`src/rtl/dcache_pkg.sv`:
```
// Shared definitions for the direct-mapped data cache: FSM encodings, address-field
// widths and big-endian byte-lane packing.
package dcache_pkg;

    localparam logic [1:0] StIdle = 2'd0;
    localparam logic [1:0] StWb   = 2'd1;
    localparam logic [1:0] StFill = 2'd2;

    typedef logic [7:0] be_bytes_t [0:3];

    function automatic int unsigned offset_bits();
        return 2;
    endfunction

    function automatic int unsigned idx_bits(input int unsigned num_lines);
        return $clog2(num_lines);
    endfunction

    function automatic int unsigned tag_bits(input int unsigned num_lines);
        return 32 - offset_bits() - $clog2(num_lines);
    endfunction

    // Lane 0 carries bits 31:24.
    function automatic logic [31:0] be_pack(input be_bytes_t b);
        return {b[0], b[1], b[2], b[3]};
    endfunction

    function automatic logic [7:0] be_unpack(input logic [31:0] w, input logic [1:0] lane);
        logic [7:0] res;
        case (lane)
            2'd0:    res = w[31:24];
            2'd1:    res = w[23:16];
            2'd2:    res = w[15:8];
            default: res = w[7:0];
        endcase
        return res;
    endfunction

endpackage

```
`src/rtl/dcache_line_store.sv`:
```
// Per-line valid/dirty/tag/data storage: one combinational read port, one write port.
// Reset invalidates and cleans every line; tag and data are left as they are.
module dcache_line_store
    import dcache_pkg::*;
#(
    parameter int unsigned NUM_LINES = 8,
    parameter int unsigned IDX_BITS  = idx_bits(NUM_LINES),
    parameter int unsigned TAG_BITS  = tag_bits(NUM_LINES)
) (
    input  logic                clk,
    input  logic                rst,
    input  logic [IDX_BITS-1:0] rd_idx,
    output logic                rd_valid,
    output logic                rd_dirty,
    output logic [TAG_BITS-1:0] rd_tag,
    output logic [31:0]         rd_data,
    input  logic                wr_en,
    input  logic [IDX_BITS-1:0] wr_idx,
    input  logic                wr_dirty,
    input  logic [TAG_BITS-1:0] wr_tag,
    input  logic [31:0]         wr_data
);

    logic [NUM_LINES-1:0] valid_q;
    logic [NUM_LINES-1:0] dirty_q;
    logic [TAG_BITS-1:0]  tag_q  [NUM_LINES];
    logic [31:0]          data_q [NUM_LINES];

    always_ff @(posedge clk) begin
        if (rst) begin
            valid_q <= '0;
            dirty_q <= '0;
        end else if (wr_en) begin
            valid_q[wr_idx] <= 1'b1;
            dirty_q[wr_idx] <= wr_dirty;
        end
    end

    always_ff @(posedge clk) begin
        if (wr_en) begin
            tag_q[wr_idx]  <= wr_tag;
            data_q[wr_idx] <= wr_data;
        end
    end

    assign rd_valid = valid_q[rd_idx];
    assign rd_dirty = dirty_q[rd_idx];
    assign rd_tag   = tag_q[rd_idx];
    assign rd_data  = data_q[rd_idx];

endmodule

```
`src/rtl/dcache_responder.sv`:
```
// Direct-mapped write-back, write-allocate data cache between the core request
// interface and byte-lane memory. Hits complete without stalling; misses hold ready low.
module dcache_responder
    import dcache_pkg::*;
#(
    parameter int unsigned NUM_LINES   = 8,
    parameter int unsigned MEM_LATENCY = 4
) (
    input  logic        clk,
    input  logic        rst,
    input  logic        read,
    input  logic        write,
    input  logic [31:0] load_address,
    input  logic [31:0] write_address,
    input  logic [31:0] write_data,
    output logic [31:0] load_data,
    output logic        hit,
    output logic        ready,
    output logic [31:0] mem_addr,
    output logic [7:0]  mem_data_in [0:3],
    output logic        mem_write_en,
    input  logic [7:0]  mem_data_out [0:3]
);

    localparam int unsigned OB = offset_bits();
    localparam int unsigned IB = idx_bits(NUM_LINES);
    localparam int unsigned TB = tag_bits(NUM_LINES);
    localparam int unsigned CW = $clog2(MEM_LATENCY) + 1;

    logic [1:0]    state_q, state_d;
    logic [CW-1:0] cnt_q, cnt_d;
    logic          lat_write_q, lat_write_d;
    logic [31:0]   lat_addr_q, lat_addr_d;
    logic [31:0]   lat_data_q, lat_data_d;
    logic [31:0]   load_data_d;

    logic [31:0]   req_addr;
    logic [IB-1:0] req_idx, lat_idx, rd_idx, wr_idx;
    logic [TB-1:0] req_tag, lat_tag, rd_tag, wr_tag;
    logic          rd_valid, rd_dirty, wr_en, wr_dirty;
    logic [31:0]   rd_data, wr_data, fill_word;

    assign req_addr  = write ? write_address : load_address;
    assign req_idx   = req_addr[OB +: IB];
    assign req_tag   = req_addr[OB+IB +: TB];
    assign lat_idx   = lat_addr_q[OB +: IB];
    assign lat_tag   = lat_addr_q[OB+IB +: TB];
    assign fill_word = be_pack(mem_data_out);

    assign ready  = (state_q == StIdle);
    // Outside IDLE the port looks at the latched line, i.e. the victim during WB.
    assign rd_idx = ready ? req_idx : lat_idx;
    assign hit    = ready & (read | write) & rd_valid & (rd_tag == req_tag);

    dcache_line_store #(
        .NUM_LINES (NUM_LINES)
    ) u_line_store (
        .clk      (clk),
        .rst      (rst),
        .rd_idx   (rd_idx),
        .rd_valid (rd_valid),
        .rd_dirty (rd_dirty),
        .rd_tag   (rd_tag),
        .rd_data  (rd_data),
        .wr_en    (wr_en),
        .wr_idx   (wr_idx),
        .wr_dirty (wr_dirty),
        .wr_tag   (wr_tag),
        .wr_data  (wr_data)
    );

    always_comb begin
        state_d      = state_q;
        cnt_d        = cnt_q;
        lat_write_d  = lat_write_q;
        lat_addr_d   = lat_addr_q;
        lat_data_d   = lat_data_q;
        load_data_d  = load_data;
        wr_en        = 1'b0;
        wr_idx       = req_idx;
        wr_dirty     = 1'b1;
        wr_tag       = req_tag;
        wr_data      = write_data;
        mem_addr     = '0;
        mem_write_en = 1'b0;
        mem_data_in  = '{default: 8'h00};

        case (state_q)
            StIdle: begin
                if (read | write) begin
                    lat_write_d = write;
                    lat_addr_d  = req_addr;
                    lat_data_d  = write_data;
                    if (hit) begin
                        if (write) wr_en = 1'b1;
                        else       load_data_d = rd_data;
                    end else if (rd_valid & rd_dirty) begin
                        state_d = StWb;
                    end else if (write) begin
                        // Full-word store: allocate without fetching the old word.
                        wr_en = 1'b1;
                    end else begin
                        state_d = StFill;
                        cnt_d   = '0;
                    end
                end
            end
            StWb: begin
                mem_addr     = {rd_tag, lat_idx, 2'b00};
                mem_write_en = 1'b1;
                for (int i = 0; i < 4; i++) mem_data_in[i] = be_unpack(rd_data, 2'(i));
                if (lat_write_q) begin
                    wr_en   = 1'b1;
                    wr_idx  = lat_idx;
                    wr_tag  = lat_tag;
                    wr_data = lat_data_q;
                    state_d = StIdle;
                end else begin
                    state_d = StFill;
                    cnt_d   = '0;
                end
            end
            StFill: begin
                mem_addr = lat_addr_q & ~32'h3;
                if (cnt_q == CW'(MEM_LATENCY - 1)) begin
                    wr_en       = 1'b1;
                    wr_idx      = lat_idx;
                    wr_dirty    = 1'b0;
                    wr_tag      = lat_tag;
                    wr_data     = fill_word;
                    load_data_d = fill_word;
                    state_d     = StIdle;
                    cnt_d       = '0;
                end else begin
                    cnt_d = cnt_q + CW'(1);
                end
            end
            default: state_d = StIdle;
        endcase
    end

    always_ff @(posedge clk) begin
        if (rst) begin
            state_q     <= StIdle;
            cnt_q       <= '0;
            lat_write_q <= 1'b0;
            lat_addr_q  <= '0;
            lat_data_q  <= '0;
            load_data   <= '0;
        end else begin
            state_q     <= state_d;
            cnt_q       <= cnt_d;
            lat_write_q <= lat_write_d;
            lat_addr_q  <= lat_addr_d;
            lat_data_q  <= lat_data_d;
            load_data   <= load_data_d;
        end
    end

endmodule

```
`config.mk`:
```
export PLATFORM = sky130hd
export DESIGN_NAME = dcache_responder
export DESIGN_NICKNAME = d
export VERILOG_FILES = /design/src/rtl/dcache_pkg.sv /design/src/rtl/dcache_line_store.sv /design/src/rtl/dcache_responder.sv
export SDC_FILE = /design/constraint.sdc
export NUM_CORES = 1
export LEC_CHECK = 0
export ABC_CLOCK_PERIOD_IN_PS = 12000
export BUFFER_PORTS_ARGS = -buffer_cell sky130_fd_sc_hd__buf_2
export CAP_MARGIN = 15
export CORE_ASPECT_RATIO = 1.1
export CORE_UTILIZATION = 27
export CTS_BUF_LIST = sky130_fd_sc_hd__clkbuf_8
export DETAILED_ROUTE_END_ITERATION = 6
export SLEW_MARGIN = 20
export SYNTH_ARGS = -nofsm -noshare
export SYNTH_HDL_FRONTEND = slang
export SYNTH_SLANG_ARGS = --single-unit
```
`constraint.sdc`:
```
create_clock -name clk -period 12 [get_ports clk]
set_input_delay 1.2 -clock clk [delete_from_list [all_inputs] [get_ports clk]]
set_output_delay 1.2 -clock clk [all_outputs]
set_load 0.05 [all_outputs]
```
==> results of run 1 <==
layout make-up:
class | count | share of cell area [%]
Antenna cell | 2 | 0.01616
Clock inverter | 76 | 1.786
Inverter | 99 | 1.200
Tap cell | 1270 | 5.130
Multi-Input combinational cell | 1202 | 29.06
Clock buffer | 112 | 4.977
Sequential cell | 588 | 53.26
Timing Repair Buffer | 263 | 4.573
synth_stat cells (all sizes together), types with 32 or more instances:
| library cell | n | share of area (%) |
|---|---|---|
| a211oi | 87 | 2.5 |
| a21bo | 32 | 1.2 |
| a21oi | 109 | 2.2 |
| a222oi | 32 | 1.2 |
| a22oi | 40 | 1.1 |
| buf | 67 | 1.3 |
| clkbuf | 98 | 1.4 |
| dfxtp | 116 | 8.8 |
| edfxtp | 472 | 54 |
| inv | 99 | 1.4 |
| mux2i | 119 | 4.6 |
| mux4 | 67 | 5.7 |
| nand2 | 202 | 2.9 |
| nand3 | 98 | 1.9 |
| nor2 | 81 | 1.2 |
| o211ai | 49 | 1.4 |
| o21ai | 67 | 1.3 |
registers in the layout (all words and copies together), names as in the netlist:
signal and count:
state_q 2, u_line_store.tag_q 216, lat_addr_q 30, load_data 32, u_line_store.dirty_q 8, u_line_store.valid_q 8, lat_data_q 32, lat_write_q 1
u_line_store.data_q 256, cnt_q 3
metrics by stage:
stage | hold WS [ps] | util (%) | setup WS, ps
6_report | 454.7 | 32.15 | 4525
5_1_grt | 476.0 | 32.15 | 4244
4_1_cts | 453.3 | 32.15 | 4604
3_5_place_dp | 440.7 | 29.97 | 3859
3_3_place_gp | 440.8 | 29.97 | 3852
2_1_floorplan | 423.0 | - | 6023
layer usage:
metal	vias to the layer above	track usage, %
li1	8268	-
met1	9105	20.55
met5	-	0
met3	113	3.986
met4	2	4.470
met2	766	25.20
cells by family after synthesis:
kind of cell	after synthesis	synth area share, %
AO/OA/AOI/OAI	509	13.84
XOR/XNOR	20	0.6632
adder cells (fa/ha/maj)	5	0.2369
buffers and inverters	264	4.065
flip-flops	588	62.46
multiplexers	196	10.73
other	1	0.01420
AND/OR/NAND/NOR	470	8.001
power groups by stage:
stage          Clock (uW)  Combinational, uW  Sequential [uW]
4_1_cts              1910               1640             2520
6_report             1860               1630             2520
3_3_place_gp            0               1620             2560
3_5_place_dp            0               1630             2560
5_1_grt              2000               1760             2540
2_1_floorplan           0               1090             2580
worst max-delay path, cell delays in order:
cell and delay (ps):
buf_2 100, buf_4 650, mux2i_4 330, buf_4 590, a21oi_4 150, buf_4 330
nor2_1 530, a2bb2oi_1 190, and3_1 190, nor4_1 260, nand4_1 220, or4_1 740
a21oi_2 530, o211ai_1 270, inv_2 680, buf_4 680
worst min path at each step:
stage | endpoint | startpoint | cells after the start
after floorplan | u_line_store.valid_q[5] | u_line_store.valid_q[5] | 2
after global placement | lat_data_q[24] | lat_data_q[24] | 2
after detailed placement | u_line_store.valid_q[5] | u_line_store.valid_q[5] | 2
after CTS | u_line_store.valid_q[5] | u_line_store.valid_q[5] | 2
after global routing | lat_data_q[11] | lat_data_q[11] | 2
final | u_line_store.valid_q[5] | u_line_store.valid_q[5] | 2
==> results.md, run 1 <==
* Final period util at 62.29%
* Fin. Hold Viols at 0
* Cts hold-fix bufs at 0
* Die width at 300.2 um
* Power per Cell Area at 194.2 nW/um^2
* Fillers at 9,520
* Syn Std Cell Area at 26,410 um^2
* Worst EP required at 12,320 ps
* Synth Area per Inst at 12.86 um^2
* Commonest non-fill, non-tap cell in the layout: edfxtp_1
* Worst clock skew at 81.45 ps
* Die area at 99,080 um^2
* Number of synthesis warnings at 0
* Pin slew with the least headroom to its limit at 1082 ps
* Max-cap viol count at 0
* Via density at 5.054
* Routed wire length at 78.61 mm
* Worst-skew pair later-pin latency at 750 ps
* Final nets at 2,391
* DR pass1 iterations at 7
* Int Power at 4005 uW
* Row cnt at 119
* TritonCTS clock tree: built
* Gpl congestion at 0.7605
* M1 WL at 33.36 mm
* Sw power at 2009 uW
* Relative slew slack at 27.89%
* Seq pwr share at 41.9%
* CTS root buffer: clkbuf_8
* Worst reg2reg endpoint: u_line_store.data_q[5][26]
* Final setup fails at 0
* Worst min path class: reg2reg
* Core area at 96,330 um^2
* Port bufs at 224
* CP startpoint: write
* Most frequent cells in the layout: edfxtp_1, buf_2, nand2_1
* Layout cells sized above 1 at 23.12%
* Top_reg_cell synth: edfxtp_1
* F_max at 133.8 MHz
* Final Non-Filler Cells at 3,612
* Highest Signal Layer: met5
* Area of the multi-input gates at 9000 um^2
* # IOs at 231
* Sink Count at 588
* Postcts setup bufs at 0
* Drt drc at 0
* Total gr overflow at 0
* Via count at 18,250
* Antenna violations before repair at 4
* Setup TNS at 0 ps
* Total global-route track usage at 15.58%
* Total power at 6014 uW
* Hpwl dp at 46.55 mm
* Pins Over Slew Limit at 0
* DRT iter0 DRCs at 1,845
* Clock Pin Slew Worst Setup and Hold Paths at 60 ps
* Comb pwr share at 27.1%
* ANT nets after route at 0
* Placed Cells at 3,422
* Fin crit period at 7475 ps
* Sequential fraction of the synthesis area at 62.46%
* Initial core utilization at 27.42%
* First-pass GRT wire length at 114.8 mm
* Cell count after synthesis at 2,053
* RSZ-0062 raised after global routing: false
* Met3 wire length at 6.603 mm
* Largest net degree at the start of global routing at 74
* Vias in the first global route at 17,610
* Post-synth EDFFs at 472
* CP Launch Type: input port
* Die Span Y at 330.0 um
* Crit path capture: u_line_store.data_q[5][26]
* Design Area, Final at 30,970 um^2
* LEAKAGE at 0.01131 uW
* CTS buffer count at 100
* Synthesis-to-layout area growth at 17.27%
* Area post-placement at 28,870 um^2
* Sw Ratio at 33.41%
* Critical Path Sink Type: flip-flop
* Outcome: completed
* Sequential Area at 16,500 um^2
* Clock share of power at 31.0%
* Asr flop ratio synth at 0%
* Maximum root-to-sink buffer count at 3
* WL/cell at 21.76 um
* Worst Path Arrival at 7790 ps
* Setup CP Type: in2reg
* H-tree depth at 3
* R2R depth at 14
* Crit-path max FO at 45
* Yosys cell types at 62
* Peak supply drop at 0.1223 mV
* Number of gates resized after CTS at 0
* R2R Setup Slk at 4560 ps
* Reg-to-reg startpoint: state_q[1]
* Synthesized flop and latch total at 588
* Met2 wire len at 36.99 mm
Power figures use the tool's default switching activity.
==> run 2: changes to the inputs <==
- ABC_AREA: default -> 1
- ABC_CLOCK_PERIOD_IN_PS: 12000 -> 7200
- clock period: 12 -> 7.2 ns (I/O delays scaled with it)
==> results.md, run 2 <==
* Clock Pin Slew Worst Setup and Hold Paths at 70 ps (was 60 ps)
* H-tree depth at 3 (unchanged)
* Syn Std Cell Area at 26,300 um^2 (was 26,410 um^2)
* TritonCTS clock tree: built (unchanged)
* Pins Over Slew Limit at 0 (unchanged)
* Hpwl dp at 48.07 mm (was 46.55 mm)
* DRT iter0 DRCs at 2,354 (was 1,845)
* Asr flop ratio synth at 0% (unchanged)
* R2R Setup Slk at 1820 ps (was 4560 ps)
* Post-synth EDFFs at 472 (unchanged)
* Power per Cell Area at 421.3 nW/um^2 (was 194.2 nW/um^2)
* Int Power at 7222 uW (was 4005 uW)
* Layout cells sized above 1 at 14.66% (was 23.12%)
* WP depth at 15 (was 16)
* Worst Path Arrival at 4750 ps (was 7790 ps)
* F_max at 182.7 MHz
* Final period util at 76.02%
* Worst path cell trace: buf_2, buf_4, nand2_1, nand2_1, nand2_1, nand2_8, nand3_1, nand3_1, nand3_1, nor2_1, nand2_1, nor2_1, nand2_1, nor4_1, buf_2 (was buf_2, buf_4, mux2i_4, buf_4, a21oi_4, buf_4, nor2_1, a2bb2oi_1, and3_1, nor4_1, nand4_1, or4_1, a21oi_2, o211ai_1, inv_2, buf_4)
* First-pass GRT wire length at 124.9 mm (was 114.8 mm)
* Outcome: completed (unchanged)
* Worst EP required at 6480 ps (was 12,320 ps)
* Most frequent cells after synthesis: nand2_1, edfxtp_1, nor2_1 (was edfxtp_1, nand2_1, mux2i_1)
* Worst min path class: in2reg (was reg2reg)
* Sw Ratio at 43.78% (was 33.41%)
* # IOs at 231 (unchanged)
* Top cells by area, synth: edfxtp_1, dfxtp_1, nand2_1 (was edfxtp_1, dfxtp_1, mux4_2)
* Postcts setup bufs at 0 (unchanged)
* Sink Count at 588 (unchanged)
* Die width at 299.6 um (was 300.2 um)
* Total global-route track usage at 16.69% (was 15.58%)
* Core area at 96,180 um^2 (was 96,330 um^2)
* RSZ-0062 raised after global routing: false (unchanged)
* ANT nets after route at 0 (unchanged)
* Gr busiest metal: met2 (unchanged)
* Commonest non-fill, non-tap cell in the layout: nand2_1 (was edfxtp_1)
* LEAKAGE at 0.01168 uW (was 0.01131 uW)
* Peak supply drop at 0.3886 mV (was 0.1223 mV)
* Pin slew with the least headroom to its limit at 1155 ps (was 1082 ps)
* Via count at 21,190 (was 18,250)
* Total gr overflow at 0 (unchanged)
* Cts hold-fix bufs at 0 (unchanged)
* Port bufs at 224 (unchanged)
* Routed wire length at 84.25 mm (was 78.61 mm)
* Gpl congestion at 0.8419 (was 0.7605)
* Sequential fraction of the synthesis area at 62.73% (was 62.46%)
* M1 GR Usage at 23.54% (was 20.55%)
* Vias in the first global route at 19,630 (was 17,610)
* M3 GR Usage at 3.159% (was 3.986%)
* Drt drc at 0 (unchanged)
* Yosys cell types at 40 (was 62)
* CP max stage delay at 630 ps (was 740 ps)
* Cell taking the most area after synthesis: edfxtp_1 (unchanged)
* Design Area, Final at 30,490 um^2 (was 30,970 um^2)
* Worst clock skew at 41.88 ps (was 81.45 ps)
* Cell count after synthesis at 2,690 (was 2,053)
* Largest Register: u_line_store.data_q (unchanged)
* Comb pwr share at 41.4% (was 27.1%)
* CTS buffer count at 96 (was 100)
* CP Launch Type: input port (unchanged)
* Synth Area per Inst at 9.776 um^2 (was 12.86 um^2)
* R2R depth at 12 (was 14)
* Area post-placement at 28,600 um^2 (was 28,870 um^2)
* Most common cell in the netlist: nand2_1 (was edfxtp_1)
* Worst path slowest cell: nand2_8 (was or4_1)
* Worst Hold Path Cells at 3 (was 2)
* Cell repeated most along the worst path: nand2_1 (was buf_4)
* Number of synthesis warnings at 0 (unchanged)
* Sequential Area at 16,500 um^2 (unchanged)
* Clock share of power at 22.4% (was 31.0%)
* Critical Path Sink Type: output pin (was flip-flop)
* Top Registers: u_line_store.data_q: 256 flops, u_line_store.tag_q: 216 flops (unchanged)
* Number of gates resized after CTS at 0 (unchanged)
* Most frequent cells in the layout: nand2_1, edfxtp_1, nand3_1 (was edfxtp_1, buf_2, nand2_1)
* Max FFs per register at 256 (unchanged)
* Top_reg_cell synth: edfxtp_1 (unchanged)
* Setup TNS at 0 ps (unchanged)
* Synthesized flop and latch total at 588 (unchanged)
* DR pass1 iterations at 6 (was 7)
* Relative slew slack at 22.99% (was 27.89%)
* Max-cap viol count at 0 (unchanged)
* Die area at 98,650 um^2 (was 99,080 um^2)
* Met2 Usage GRT at 26.27% (was 25.20%)
* Setup CP Type: in2out (was in2reg)
* Fin. Hold Viols at 0 (unchanged)
* Synthesis-to-layout area growth at 15.96% (was 17.27%)
* Row cnt at 119 (unchanged)
* Via density at 5.029 (was 5.054)
* Final nets at 2,997 (was 2,391)
* Fin crit period at 5473 ps
* Synth top area share at 53.90% (was 53.66%)
* Fillers at 9,957 (was 9,520)
* CTS root buffer: clkbuf_8 (unchanged)
* Area of the multi-input gates at 8436 um^2 (was 9000 um^2)
* Die Span Y at 329.3 um (was 330.0 um)
* Sw power at 5624 uW (was 2009 uW)
* Antenna violations before repair at 5 (was 4)
* Crit-path leading delay family: simple AND/OR/NAND/NOR gates (was buffers and inverters)
* Worst-skew pair later-pin latency at 700 ps (was 750 ps)
* Crit-path max FO at 120 (was 45)
* Final setup fails at 0 (unchanged)
* Initial core utilization at 27.34% (was 27.42%)
* Maximum root-to-sink buffer count at 3 (unchanged)
* Seq pwr share at 36.1% (was 41.9%)
* Largest net degree at the start of global routing at 121 (was 74)
* WL/cell at 19.99 um (was 21.76 um)
* Crit path buffers/inverters at 3 (was 6)
[run 2: cell count changes after synthesis, sizes merged, moves of 83 or more]
cell,delta
nand3,+224
o21ai,+246
a211oi,-83
nand2,+333
mux2i,-119
nor2,+238
[run 2: power groups by stage]
stage / Sequential, uW / Combinational (uW) / Clock (uW)
3_5_place_dp: 4710 / 5290 / 0
4_1_cts: 4640 / 5300 / 2930
2_1_floorplan: 4770 / 3520 / 0
3_3_place_gp: 4700 / 5230 / 0
5_1_grt: 4680 / 5840 / 3070
6_report: 4640 / 5320 / 2880
[run 2: layout make-up]
class                      count  share of cell area (%)
timing repair buffer         261                   4.874
inverter                     157                   1.945
antenna                        4                 0.03282
sequential                   588                   54.09
tap                         1270                   5.211
multi-input combinational   1756                   27.66
clock inverter                73                   1.440
clock buffer                 105                   4.739
[run 2: worst paths after layout]
kind / from / to
worst max-delay path: write / hit
worst min-delay path: write_data[15] / lat_data_q[15]
worst max register to register: state_q[0] / u_line_store.tag_q[5][13]
worst min register to register: u_line_store.valid_q[4] / u_line_store.valid_q[4]
[run 2: metrics by stage]
step / setup WS [ps] / std cells / util [%] / hold slack (ps) / total power, uW
final: 1727 / 4214 / 31.70 / 285.3 / 12850
after global placement: 1696 / 4032 / 29.73 / 445.6 / 9931
after floorplan: 2691 / 2691 / - / 435.9 / 8291
after detailed placement: 1687 / 4032 / 29.73 / 448.7 / 9999
after global routing: 1490 / 4210 / 31.69 / 258.6 / 13600
after CTS: 1787 / 4210 / 31.69 / 234.4 / 12880
[run 2: routing by layer]
layer | part of all wire, % | vias to the layer above
met5 | 0.023 | -
met4 | 1.9 | 2
met3 | 9.4 | 124
met2 | 45 | 1018
met1 | 44 | 10250
li1 | - | 9795
[run 2: tightest hold or removal path, delay by kind of cell]
family,cells,cell delay (ps)
AOI/OAI and AO/OA,1,70
and+or+nand+nor,1,80
buffers and inverters,1,80
[run 2: kinds of logic (layout without fill, tap and decap cells)]
family	Yosys count	in the layout	synth area share (%)
buffers and inverters	347	596	5.605
adders and majority gates	5	5	0.2379
AOI/OAI and AO/OA	534	534	11.84
and+or+nand+nor	1212	1212	19.47
DFF	588	588	62.73
xor gates and xnor gates	3	3	0.09993
other	1	6	0.01426
==> run 3: changes to the inputs <==
- ABC_CLOCK_PERIOD_IN_PS: 7200 -> 5200
- clock period: 7.2 -> 5.2 ns (I/O delays scaled with it)
==> results.md, run 3 (synthesis results as in run 2) <==
* Outcome: completed (unchanged)
* Fin crit period at 4842 ps
* First-pass GRT wire length at 121.8 mm (was 124.9 mm)
* Die area at 98,650 um^2 (unchanged)
* Power per Cell Area at 579.2 nW/um^2 (was 421.3 nW/um^2)
* ANT nets after route at 0 (unchanged)
* Total global-route track usage at 16.42% (was 16.69%)
* RSZ-0062 raised after global routing: false (unchanged)
* Routed wire length at 83.31 mm (was 84.25 mm)
* Core Util, Final at 31.78% (was 31.70%)
* Worst path slowest cell: nand2_8 (unchanged)
* # IOs at 231 (unchanged)
* Final period util at 93.12%
* Worst-skew pair later-pin latency at 700 ps (about the same)
* Pins Over Slew Limit at 0 (unchanged)
* LEAKAGE at 0.01166 uW (was 0.01168 uW)
* Design Area, Final at 30,560 um^2 (was 30,490 um^2)
* Layout cells sized above 1 at 14.52% (was 14.66%)
* Relative slew slack at 24.14% (was 22.99%)
* Postcts setup bufs at 0 (unchanged)
* Worst Path Arrival at 4320 ps (was 4750 ps)
* Total gr overflow at 0 (unchanged)
* DR pass1 iterations at 6 (unchanged)
* Worst min path class: in2reg (unchanged)
* Area post-placement at 28,830 um^2 (was 28,600 um^2)
* Worst Hold Path Cells at 3 (unchanged)
* Worst path cell trace: inv_1, ha_2, or2_2, nand2_8, buf_4, buf_4, o21ai_0, o221ai_1, nand2_1, nor2_1, buf_2 (was buf_2, buf_4, nand2_1, nand2_1, nand2_1, nand2_8, nand3_1, nand3_1, nand3_1, nor2_1, nand2_1, nor2_1, nand2_1, nor4_1, buf_2)
* Gpl congestion at 0.8477 (was 0.8419)
* R2R depth at 19 (was 12)
* Port bufs at 224 (unchanged)
* Maximum root-to-sink buffer count at 3 (unchanged)
* Drt drc at 0 (unchanged)
* CP Launch Type: flip-flop (was input port)
* Final nets at 3,003 (was 2,997)
* Max FFs per register at 256 (unchanged)
* Die Span Y at 329.3 um (unchanged)
* Worst clock skew at 44.79 ps (was 41.88 ps)
* Hpwl dp at 48.59 mm (was 48.07 mm)
* Worst EP required at 4680 ps (was 6480 ps)
* Peak supply drop at 0.4273 mV (was 0.3886 mV)
* F_max at 206.5 MHz
* Crit-path max FO at 110 (was 120)
* Final setup fails at 0 (unchanged)
* Synthesis-to-layout area growth at 16.22% (was 15.96%)
* Clock Pin Slew Worst Setup and Hold Paths at 60 ps (was 70 ps)
* Max-cap viol count at 0 (unchanged)
* H-tree depth at 3 (unchanged)
* Fin. Hold Viols at 0 (unchanged)
* CP max stage delay at 590 ps (was 630 ps)
* Antenna violations before repair at 4 (was 5)
* Commonest non-fill, non-tap cell in the layout: nand2_1 (unchanged)
* Via count at 21,030 (was 21,190)
* Core area at 96,180 um^2 (unchanged)
* Initial core utilization at 27.34% (unchanged)
* Row cnt at 119 (unchanged)
* CTS buffer count at 93 (was 96)
* DRT iter0 DRCs at 2,066 (was 2,354)
* Setup TNS at 0 ps (unchanged)
* WP depth at 11 (was 15)
* CTS root buffer: clkbuf_8 (unchanged)
* Die width at 299.6 um (unchanged)
* Critical Path Sink Type: output pin (unchanged)
* Cell repeated most along the worst path: buf_4 (was nand2_1)
* Setup CP Type: reg2out (was in2out)
* Largest net degree at the start of global routing at 111 (was 121)
* Largest Register: u_line_store.data_q (unchanged)
* Pin slew with the least headroom to its limit at 1138 ps (was 1155 ps)
* Via density at 4.993 (was 5.029)
* TritonCTS clock tree: built (unchanged)
* Crit-path leading delay family: buffers and inverters (was simple AND/OR/NAND/NOR gates)
* Top Registers: u_line_store.data_q: 256 flops, u_line_store.tag_q: 216 flops (unchanged)
* WL/cell at 19.78 um (was 19.99 um)
* Sink Count at 588 (unchanged)
* Vias in the first global route at 19,390 (was 19,630)
* Crit path buffers/inverters at 4 (was 3)
* Most frequent cells in the layout: nand2_1, edfxtp_1, nand3_1 (unchanged)
==> run 3: cell types whose count changed in the layout (fill, tap and decap cells not counted), sizes merged <==
| cell | before | now |
|---|---|---|
| buf | 261 | 270 |
| bufinv | 4 | 2 |
| clkbuf | 105 | 100 |
| clkinv | 33 | 35 |
| clkinvlp | 2 | 4 |
| diode | 4 | 2 |
| inv | 191 | 185 |
==> run 3: where the power goes <==
group / leakage [uW] / total, uW / internal [uW] / switching [uW]
Clock: 0.000984 / 3740 / 1870 / 1870
Sequential: 0.00525 / 6430 / 6230 / 195
Combinational: 0.00542 / 7540 / 1800 / 5740
Total: 0.0117 / 17700 / 9910 / 7800
==> run 3: routing by layer <==
metal  vias to the layer above  GRT usage (%)  part of all wire, %  wire length [um]
met5                         -              0                0.017                14
met4                         2          4.736                  1.8              1519
met3                       144          4.571                   10              8562
met2                      1059          25.40                   45             37530
met1                     10020          22.34                   43             35680
li1                       9803              -                    -                 -
==> run 3: metrics by stage <==
stage               power [uW]  instances  worst slack (ps)  hold slack, ps
CTS                      17720       4210             165.9           42.54
detailed placement       14000       4041             632.2           451.2
global placement         13910       4041             645.5           444.1
floorplan                11480       2691             869.7           435.9
global route             18740       4210             24.57           82.96
finish                   17700       4212             357.5           94.65
==> run 3: path summary, 6_finish.rpt <==
check	from	endpoint	slack, ps
max reg2reg	state_q[0]	u_line_store.tag_q[0][10]	630
max	state_q[0]	mem_data_in[1]	360
min	write_data[15]	lat_data_q[15]	90
min reg2reg	u_line_store.valid_q[4]	u_line_store.valid_q[4]	460
==> run 3: area by class of cell <==
type                    count  area, um^2
clock inverters            69       344.1
repair buffers            270        1735
multi-input cells        1756        8424
flip-flops and latches    588       16500
fillers                  9975       65620
clock buffers             100        1376
well taps                1270        1589
inverters                 157       593.1
diodes                      2       5.005
==> run 3: tightest hold or removal path, stage by stage <==
cell and delay [ps]:
buf_2 80, o21ai_0 70, nor2_1 80
==> run 3: repair_timing <==
item,4_1_cts,5_1_grt
endpoints found under the setup margin,0,1
hold buffers,0,0
endpoints found under the hold margin,0,0
gates resized for setup,0,1
